<file path="src/rtl/hs_ram_arbiter_if.sv">
// Hiscore-side handshake bus of hs_ram_arbiter.
// The hiscore engine drives the master side and the arbiter takes the slave side.
interface hs_ram_arbiter_if #(
  parameter int ADDR_W = 16
);
  logic              hs_access_read;
  logic              hs_access_write;
  logic [ADDR_W-1:0] hs_address;
  logic [7:0]        hs_data_in;
  logic              hs_write;
  logic [7:0]        hs_data_out;
  logic              hs_grant;

  modport master (
    output hs_access_read, hs_access_write, hs_address, hs_data_in, hs_write,
    input  hs_data_out, hs_grant
  );

  modport slave (
    input  hs_access_read, hs_access_write, hs_address, hs_data_in, hs_write,
    output hs_data_out, hs_grant
  );
endinterface

</file>
<file path="src/rtl/hs_ram_arbiter.sv">
// Hands the CPU work-RAM port to the hiscore engine while the CPU is paused.
// Define HS_RAM_ARBITER_TIMEOUT_EN to abort pause waits after TIMEOUT cycles.
module hs_ram_arbiter #(
  parameter int ADDR_W  = 16,
  parameter int SETTLE  = 2,
  parameter int TIMEOUT = 4096
) (
  input  logic              clk_sys,
  input  logic              reset,
  hs_ram_arbiter_if.slave   hs,
  output logic              pause_req,
  input  logic              cpu_paused,
  input  logic [ADDR_W-1:0] cpu_addr,
  input  logic [7:0]        cpu_data,
  input  logic              cpu_we,
  output logic [ADDR_W-1:0] ram_addr,
  output logic [7:0]        ram_din,
  output logic              ram_we,
  input  logic [7:0]        ram_dout,
  output logic              timeout
);

  if (SETTLE < 1 || SETTLE > 15) begin : g_bad_settle
    $error("hs_ram_arbiter: SETTLE out of range 1..15");
  end
  if (TIMEOUT < 2 || TIMEOUT > 65535) begin : g_bad_timeout
    $error("hs_ram_arbiter: TIMEOUT out of range 2..65535");
  end

  typedef enum logic [2:0] {
    S_IDLE, S_WAIT_PAUSE, S_SETTLE, S_GRANT, S_RELEASE
  } state_t;

  state_t     state, state_nxt;
  logic [3:0] settle_cnt;
  logic       intent;
  logic       start_ok;
  logic       tmo_hit;

  assign intent = hs.hs_access_read | hs.hs_access_write;

`ifdef HS_RAM_ARBITER_TIMEOUT_EN
  localparam int TCNT_W = $clog2(TIMEOUT);

  logic [TCNT_W-1:0] tmo_cnt;
  logic              rearm_blk;

  assign tmo_hit  = (state == S_WAIT_PAUSE) && intent && !cpu_paused &&
                    (tmo_cnt == TCNT_W'(TIMEOUT - 1));
  assign start_ok = !rearm_blk;
  assign timeout  = tmo_hit;

  always_ff @(posedge clk_sys) begin
    if (reset) begin
      tmo_cnt   <= '0;
      rearm_blk <= 1'b0;
    end else begin
      if (state == S_WAIT_PAUSE && !cpu_paused) tmo_cnt <= tmo_cnt + 1'b1;
      else                                      tmo_cnt <= '0;
      // after an abort, the hiscore must drop its intents once before retrying
      if (tmo_hit)      rearm_blk <= 1'b1;
      else if (!intent) rearm_blk <= 1'b0;
    end
  end
`else
  assign tmo_hit  = 1'b0;
  assign start_ok = 1'b1;
  assign timeout  = 1'b0;
`endif

  always_ff @(posedge clk_sys) begin
    if (reset) state <= S_IDLE;
    else       state <= state_nxt;
  end

  always_comb begin
    state_nxt = state;
    case (state)
      S_IDLE:       if (intent && start_ok) state_nxt = S_WAIT_PAUSE;
      S_WAIT_PAUSE: begin
        if (!intent)        state_nxt = S_RELEASE;
        else if (cpu_paused) state_nxt = S_SETTLE;
        else if (tmo_hit)    state_nxt = S_RELEASE;
      end
      S_SETTLE: begin
        if (!intent)              state_nxt = S_RELEASE;
        else if (!cpu_paused)     state_nxt = S_WAIT_PAUSE;
        else if (settle_cnt == 0) state_nxt = S_GRANT;
      end
      S_GRANT:      if (!intent) state_nxt = S_RELEASE;
      S_RELEASE:    state_nxt = S_IDLE;
      default:      state_nxt = S_IDLE;
    endcase
  end

  // held at SETTLE while waiting so the count starts fresh on every pause edge
  always_ff @(posedge clk_sys) begin
    if (reset)                                      settle_cnt <= '0;
    else if (state == S_WAIT_PAUSE)                 settle_cnt <= 4'(SETTLE);
    else if (state == S_SETTLE && settle_cnt != 0)  settle_cnt <= settle_cnt - 1'b1;
    else                                            settle_cnt <= '0;
  end

  always_comb begin
    hs.hs_grant = (state == S_GRANT);
    pause_req   = (state != S_IDLE);
    if (state == S_GRANT) begin
      ram_addr = hs.hs_address;
      ram_din  = hs.hs_data_in;
      ram_we   = hs.hs_write;
    end else begin
      ram_addr = cpu_addr;
      ram_din  = cpu_data;
      ram_we   = cpu_we;
    end
  end

  always_ff @(posedge clk_sys) begin
    if (reset)                 hs.hs_data_out <= 8'h00;
    else if (state == S_GRANT) hs.hs_data_out <= ram_dout;
  end

endmodule

</file>
<file path="src/flat_wrapper.sv">
// flat-port wrapper written by rule: the top's interface ports become plain ports
module hs_ram_arbiter_flat 
#(
  parameter int ADDR_W  = 16,
  parameter int SETTLE  = 2,
  parameter int TIMEOUT = 4096
)
  (clk_sys, reset, pause_req, cpu_paused, cpu_addr, cpu_data, cpu_we, ram_addr, ram_din, ram_we, ram_dout, timeout, hs_hs_access_read, hs_hs_access_write, hs_hs_address, hs_hs_data_in, hs_hs_write, hs_hs_data_out, hs_hs_grant);
  hs_ram_arbiter_if #(.ADDR_W(ADDR_W)) hs_i ();
  input  logic clk_sys;
  input  logic reset;
  output logic pause_req;
  input  logic cpu_paused;
  input  logic [ADDR_W-1:0] cpu_addr;
  input  logic [7:0] cpu_data;
  input  logic cpu_we;
  output logic [ADDR_W-1:0] ram_addr;
  output logic [7:0] ram_din;
  output logic ram_we;
  input  logic [7:0] ram_dout;
  output logic timeout;
  input wire logic [$bits(hs_i.hs_access_read)-1:0] hs_hs_access_read;
  input wire logic [$bits(hs_i.hs_access_write)-1:0] hs_hs_access_write;
  input wire logic [$bits(hs_i.hs_address)-1:0] hs_hs_address;
  input wire logic [$bits(hs_i.hs_data_in)-1:0] hs_hs_data_in;
  input wire logic [$bits(hs_i.hs_write)-1:0] hs_hs_write;
  output wire logic [$bits(hs_i.hs_data_out)-1:0] hs_hs_data_out;
  output wire logic [$bits(hs_i.hs_grant)-1:0] hs_hs_grant;
  assign hs_i.hs_access_read = hs_hs_access_read;
  assign hs_i.hs_access_write = hs_hs_access_write;
  assign hs_i.hs_address = hs_hs_address;
  assign hs_i.hs_data_in = hs_hs_data_in;
  assign hs_i.hs_write = hs_hs_write;
  assign hs_hs_data_out = hs_i.hs_data_out;
  assign hs_hs_grant = hs_i.hs_grant;
  hs_ram_arbiter #(.ADDR_W(ADDR_W), .SETTLE(SETTLE), .TIMEOUT(TIMEOUT)) u_core (.clk_sys(clk_sys), .reset(reset), .hs(hs_i), .pause_req(pause_req), .cpu_paused(cpu_paused), .cpu_addr(cpu_addr), .cpu_data(cpu_data), .cpu_we(cpu_we), .ram_addr(ram_addr), .ram_din(ram_din), .ram_we(ram_we), .ram_dout(ram_dout), .timeout(timeout));
endmodule
</file>
<file path="config.mk">
export PLATFORM = sky130hd
export DESIGN_NAME = hs_ram_arbiter_flat
export DESIGN_NICKNAME = d
export VERILOG_FILES = /design/src/rtl/hs_ram_arbiter_if.sv /design/src/rtl/hs_ram_arbiter.sv /design/src/flat_wrapper.sv
export SDC_FILE = /design/constraint.sdc
export NUM_CORES = 1
export LEC_CHECK = 0
export ABC_AREA = 1
export CORE_MARGIN = 2
export CORE_UTILIZATION = 29
export CTS_CLUSTER_DIAMETER = 120
export DETAILED_ROUTE_END_ITERATION = 16
export PLACE_DENSITY_LB_ADDON = 0.2
export RECOVER_POWER = 50
export SYNTH_ARGS = -nofsm -noshare
export SYNTH_HDL_FRONTEND = slang
export SYNTH_SLANG_ARGS = --single-unit
export TNS_END_PERCENT = 5
</file>
<file path="constraint.sdc">
create_clock -name clk_sys -period 1.4 [get_ports clk_sys]
set_input_delay 0.21 -clock clk_sys [delete_from_list [all_inputs] [get_ports clk_sys]]
set_output_delay 0.21 -clock clk_sys [all_outputs]
set_load 0.02 [all_outputs]
</file>
==> Word level (Yosys, flattened, before mapping) <==
Index checks and enable logic that the tools add are counted.
{ "classes": {"addsub": 1, "eq_ne": 7, "n_mux": 13, "bitwise": 2, "reduce_logical": 7} }
{ "ops": {"columns": ["cell", "n"], "rows": [
  ["3-bit 2-to-1 mux", 7],
  ["16-bit 2-to-1 mux", 1],
  ["3-bit case mux with 4 select lines", 1],
  ["8-bit 2-to-1 mux", 1],
  ["3-bit by 2-bit == test with 1-bit output (second input constant)", 2],
  ["4-bit logical NOT", 1],
  ["2-bit 2-to-1 mux", 2],
  ["4-bit != test (second input constant)", 1],
  ["4-bit AND reduction", 1],
  ["4-bit nonzero test", 1],
  ["4-bit by 1-bit subtractor with 4-bit output (second input constant)", 1],
  ["3-bit by 1-bit == test with 1-bit output (second input constant)", 1],
  ["3-bit logical NOT", 1],
  ["3-bit != test (second input constant)", 1],
  ["3-bit nonzero test", 1],
  ["3-bit OR reduction", 1],
  ["2-bit by 1-bit != test with 1-bit output (second input constant)", 1],
  ["2-bit != test (second input constant)", 1],
  ["1-bit logical AND", 1],
  ["1-bit 2-to-1 mux", 1],
  ["1-bit inverter", 1],
  ["1-bit OR", 1]
]} }
{ "word_totals": {"reg_bits": 15, "input_bits": 63, "output_inout_bits": 36, "wordCells": 34} }

==> Logic depth before layout (Yosys ltp) <==
Gate-level depths: netlist (run 1).
{ "depth": {"depth_word": 5, "ltp_mapped": 8, "ltp_nobuf": 8} }

==> Least setup slack after synthesis (run 1) <==
No wires, ideal clock.
{ "synth_path": {"path_type": "register -> output", "startpoint": "reg u_core.state[0]", "endpoint": "out ram_addr[13]", "t_arrival_ns": 1.049, "t_required_ns": 1.190, "slack_ns": 0.141, "stages_incl_launch_ff": 6, "path_buffers": 1, "cell_sequence": "dfxtp_1 nand3_2 inv_2 buf_4 nand2_1 nand2_1"} }
{ "synth_via": {"elab_chain_cells": 2} }
{ "synth_lines": {"columns": ["item", "line", "rtl"], "rows": [
  ["start: declaration", "hs_ram_arbiter.sv:34", "state_t state, state_nxt;"],
  ["start signal: assignment", "hs_ram_arbiter.sv:73", "else state <= state_nxt;"],
  ["3-bit by 2-bit == test with 1-bit output", null, null],
  ["via hs_hs_grant", "flat_wrapper.sv:28", "output wire logic [$bits(hs_i.hs_grant)-1:0] hs_hs_grant;"],
  ["16-bit 2-to-1 mux", "hs_ram_arbiter.sv:107", "if (state == S_GRANT) begin"],
  ["end: declaration", "flat_wrapper.sv:17", "output logic [ADDR_W-1:0] ram_addr;"]
]} }
The timed path passes the listed nets, and every way through them passes these cells.

==> Final worst setup path (run 1) <==
{ "layout_path": {"startpoint": "reg u_core.state[2]", "endpoint": "out ram_addr[10]"} }
{ "layout_via": {"elab_chain_cells": 2} }
{ "layout_lines": {"columns": ["item", "line"], "rows": [
  ["3-bit by 2-bit == test with 1-bit output", "hs_ram_arbiter.sv:107"],
  ["16-bit 2-to-1 mux", "hs_ram_arbiter.sv:107"]
]} }
Every way passes these cells.

==> impl_metrics.yaml, run 1 <==
run_status:
  status: "finished with violations"
  violations: "setup timing"
clocking:
  htree_num_levels: 1
  cts_tree: "yes"
  cts_sinks: 15
  insertion_delay_ns: 0.29
  clockBufferDepth: 2
  numCtsBuffers: 3
  cts.clk_slew.worst_paths_ns: 0.09
  root_buffer: "clkbuf_4"
critical_path:
  crit_path_start_kind: "flip-flop"
  r2r_end: "u_core.state[0]$_SDFFE_PP0P_"
  crit_path_end_kind: "output port"
  cpPeakStageDelay_ns: 0.34
  worstPathCellList: "inv_2 -> nand3_4 -> buf_12 -> buf_16 -> nand2_1 -> nand2_1 -> buf_6"
  cp_top_family: "buffers and inverters"
  cp.required_ns: 1.19
  arrival_ns: 1.38
  reg2reg_setup_slack_ns: -0.09
  cp_num_buf_inv: 4
  timing.rr.start: "u_core.state[2]$_SDFFE_PP0P_"
  r2r_cells: 12
  cp_slowest_cell: "dfxtp_2"
  setup.worst_path.class: "reg -> out"
  cp_max_fo: 5
  crit_path_frequent_cell: "nand2_1"
timing:
  max_freq_ghz: 0.630
  setup_viol: 28
  fin_crit_sh_pct: 113
  timing.final.crit_period_ns: 1.59
  finalHoldViolations: 0
  finalWorstSetupSlack_ns: -0.187
  rsz0062_at_grt: "yes"
  slew_viol_final: 0
  worst_clock_skew_ns: 0.000880
die:
  start_util_pct: 30.0
  ios: 99
  die-area_sq_mm: 0.00391
  core_sq_mm: 0.00331
  die_h_microns: 62.5
  die_w_microns: 62.5
  num_rows: 21
synth:
  postSynthNetCount: 242
  synth_edf_count: 0
  synth_area_per_cell_sq_um: 5.58
  yosysSeqAreaShare_pct: 30.2
  synth_seq_cells: 15
  async_reset_ff_share_pct: 0
  synth_cell_types: 21
  synthCells: 178
  synth_ff_type: "dfxtp_1"
  yosysTopAreaCell: "nand2_1"
  ys_warn_count: 0
  synth.most_common_cell: "nand2_1"
  synth.top_cell.area_share_pct: 33.2
  ys_top_cells_by_count: "nand2_1, nor2_1, dfxtp_1"
  syn_area_sq_um: 993
  synthTopCellsByArea: "nand2_1, dfxtp_1, nor2_1"
power:
  ir_worst_vdd_v: 0.000601
  leakagePower_nw: 1.24
  total_power_w: 0.00217
  powerDensity_mw_per_mm2: 838
cells_and_area:
  post-route-util_pct: 78.3
  num-nets-final: 366
  synthToLayoutAreaGrowth_pct: 161
  layout-drive-gt1-share_pct: 40.2
  diodes: 0
  fillerInstances: 228
routing:
  wl_met1_microns: 1620
  wire_per_inst_microns: 13.7
  top_layer: "met4"
  first_pass_iters: 4
  wirelength_microns: 4740
  vias: 1570
  dr_wl_met3_microns: 304
  antenna_left: 0
  wl_met2_microns: 2680
  dr.first_iter.drc_count: 43
  routed_via_density: 4.52
  drc_errors: 0
hold_path:
  hp-class: "reg -> reg"
  hold_path_startpoint: "u_core.settle_cnt[0]$_SDFF_PP0_"
  hold_depth: 1
  hold_end: "u_core.settle_cnt[0]$_SDFF_PP0_"
global_routing:
  grtUsageTotal_pct: 22.0
  grt_pass1_vias: 1576
  grt_pass1_wl_microns: 6940
  grt_max_degree: 13
  antenna_found_initial: 0
  grt-ovfl-total: 0
placed_design:
  place_congestion: 0.779
  dp_hpwl_microns: 2870
  place.port_buffers: 97
run:
  max-cap-violations: 0
## layout by cell type (no fill, tap or decap), types with 3 or more instances in the layout
master           count
buf_12               4
buf_16               3
buf_4               19
buf_6               27
clkbuf_4             3
clkdlybuf4s50_1     62
dfxtp_1             12
dfxtp_2              3
dlygate4sd2_1        8
inv_1               10
nand2_1             46
nand2_2             35
nand2_4              8
nand3_1              3
nor2_1              26
o21ai_0              3
o21ai_2              5
## report_power, final
group / switching [W] / internal [W] / total [W]
clock: 0.000151 / 0.000106 / 0.000257
sequential: 0.0000312 / 0.000480 / 0.000511
combinational: 0.000663 / 0.000742 / 0.00140
## registers in the layout, summed over array words and instances (netlist names)
signal                 flops
u_core.hs.hs_data_out      8
u_core.settle_cnt          4
u_core.state               3
## how the worst max path moves through the flow
stage / start / endpoint / slack (ns) / cells after the start
2_1_floorplan: u_core.state[0]$_SDFFE_PP0P_ / ram_addr[13] / 0.14 / 5
3_3_place_gp: u_core.state[2]$_SDFFE_PP0P_ / ram_addr[8] / -0.27 / 7
3_5_place_dp: u_core.state[2]$_SDFFE_PP0P_ / ram_addr[5] / -0.28 / 7
4_1_cts: u_core.state[2]$_SDFFE_PP0P_ / ram_din[1] / -0.14 / 7
5_1_grt: u_core.state[2]$_SDFFE_PP0P_ / ram_addr[8] / -0.25 / 8
6_report: u_core.state[2]$_SDFFE_PP0P_ / ram_addr[10] / -0.19 / 7
## timing repair
action                                  in CTS  in global routing
endpoints found under the hold margin        0                  0
gates resized for setup                    186                 62
pin swaps                                    8                 17
buffers inserted                             8                  3
hold buffers                                 0                  0
endpoints found under the setup margin      35                 32
gates cloned                                 3                  2
## cell type report
cell class                      instances  area, sq um  share of cell area [%]
Clock buffer                            3         22.5                   0.869
Clock inverter                          1         5.00                   0.193
Inverter                               13         53.8                    2.08
Multi-Input combinational cell        142          778                    30.0
Sequential cell                        15          304                    11.7
Tap cell                               46         57.6                    2.22
Timing Repair Buffer                  127         1370                    52.9
## stage by stage
step / TNS [ns] / std cells / hold WS [ns] / setup slack (ns) / cell area (sq um)
2_1_floorplan: 0 / 178 / 0.279 / 0.141 / 993
3_3_place_gp: -6.34 / 328 / 0.402 / -0.270 / 2120
3_5_place_dp: -6.66 / 328 / 0.412 / -0.276 / 2120
4_1_cts: -3.10 / 343 / 0.425 / -0.137 / 2360
5_1_grt: -6.34 / 347 / 0.437 / -0.252 / 2590
6_report: -4.32 / 347 / 0.419 / -0.187 / 2590
## routing by layer
metal | track usage (%) | vias up
li1 | - | 789
met4 | 5.83 | 0
met2 | 42.1 | 59
met1 | 22.5 | 710
met3 | 7.39 | 12
met5 | 0 | -
## cells by family after synthesis
| family | Yosys count | synth area share [%] |
|---|---|---|
| buffers and inverters | 21 | 9.70 |
| other | 1 | 0.377 |
| xor gates and xnor gates | 1 | 0.882 |
| adders and majority gates | 1 | 1.26 |
| DFF | 15 | 30.2 |
| AOI/OAI and AO/OA | 12 | 6.42 |
| and+or+nand+nor | 127 | 51.1 |
Power figures use the tool's default switching activity.
==> inputs of run 2 (changes only) <==
--- a/config.mk
+++ b/config.mk
@@ -10,6 +10,7 @@
 export CORE_UTILIZATION = 29
 export CTS_CLUSTER_DIAMETER = 120
 export DETAILED_ROUTE_END_ITERATION = 16
+export GPL_ROUTABILITY_DRIVEN = 1
 export PLACE_DENSITY_LB_ADDON = 0.2
 export RECOVER_POWER = 50
 export SYNTH_ARGS = -nofsm -noshare
==> results of run 2 <==
Same layout as run 1: the final DEF is identical, and so are final timing and power.
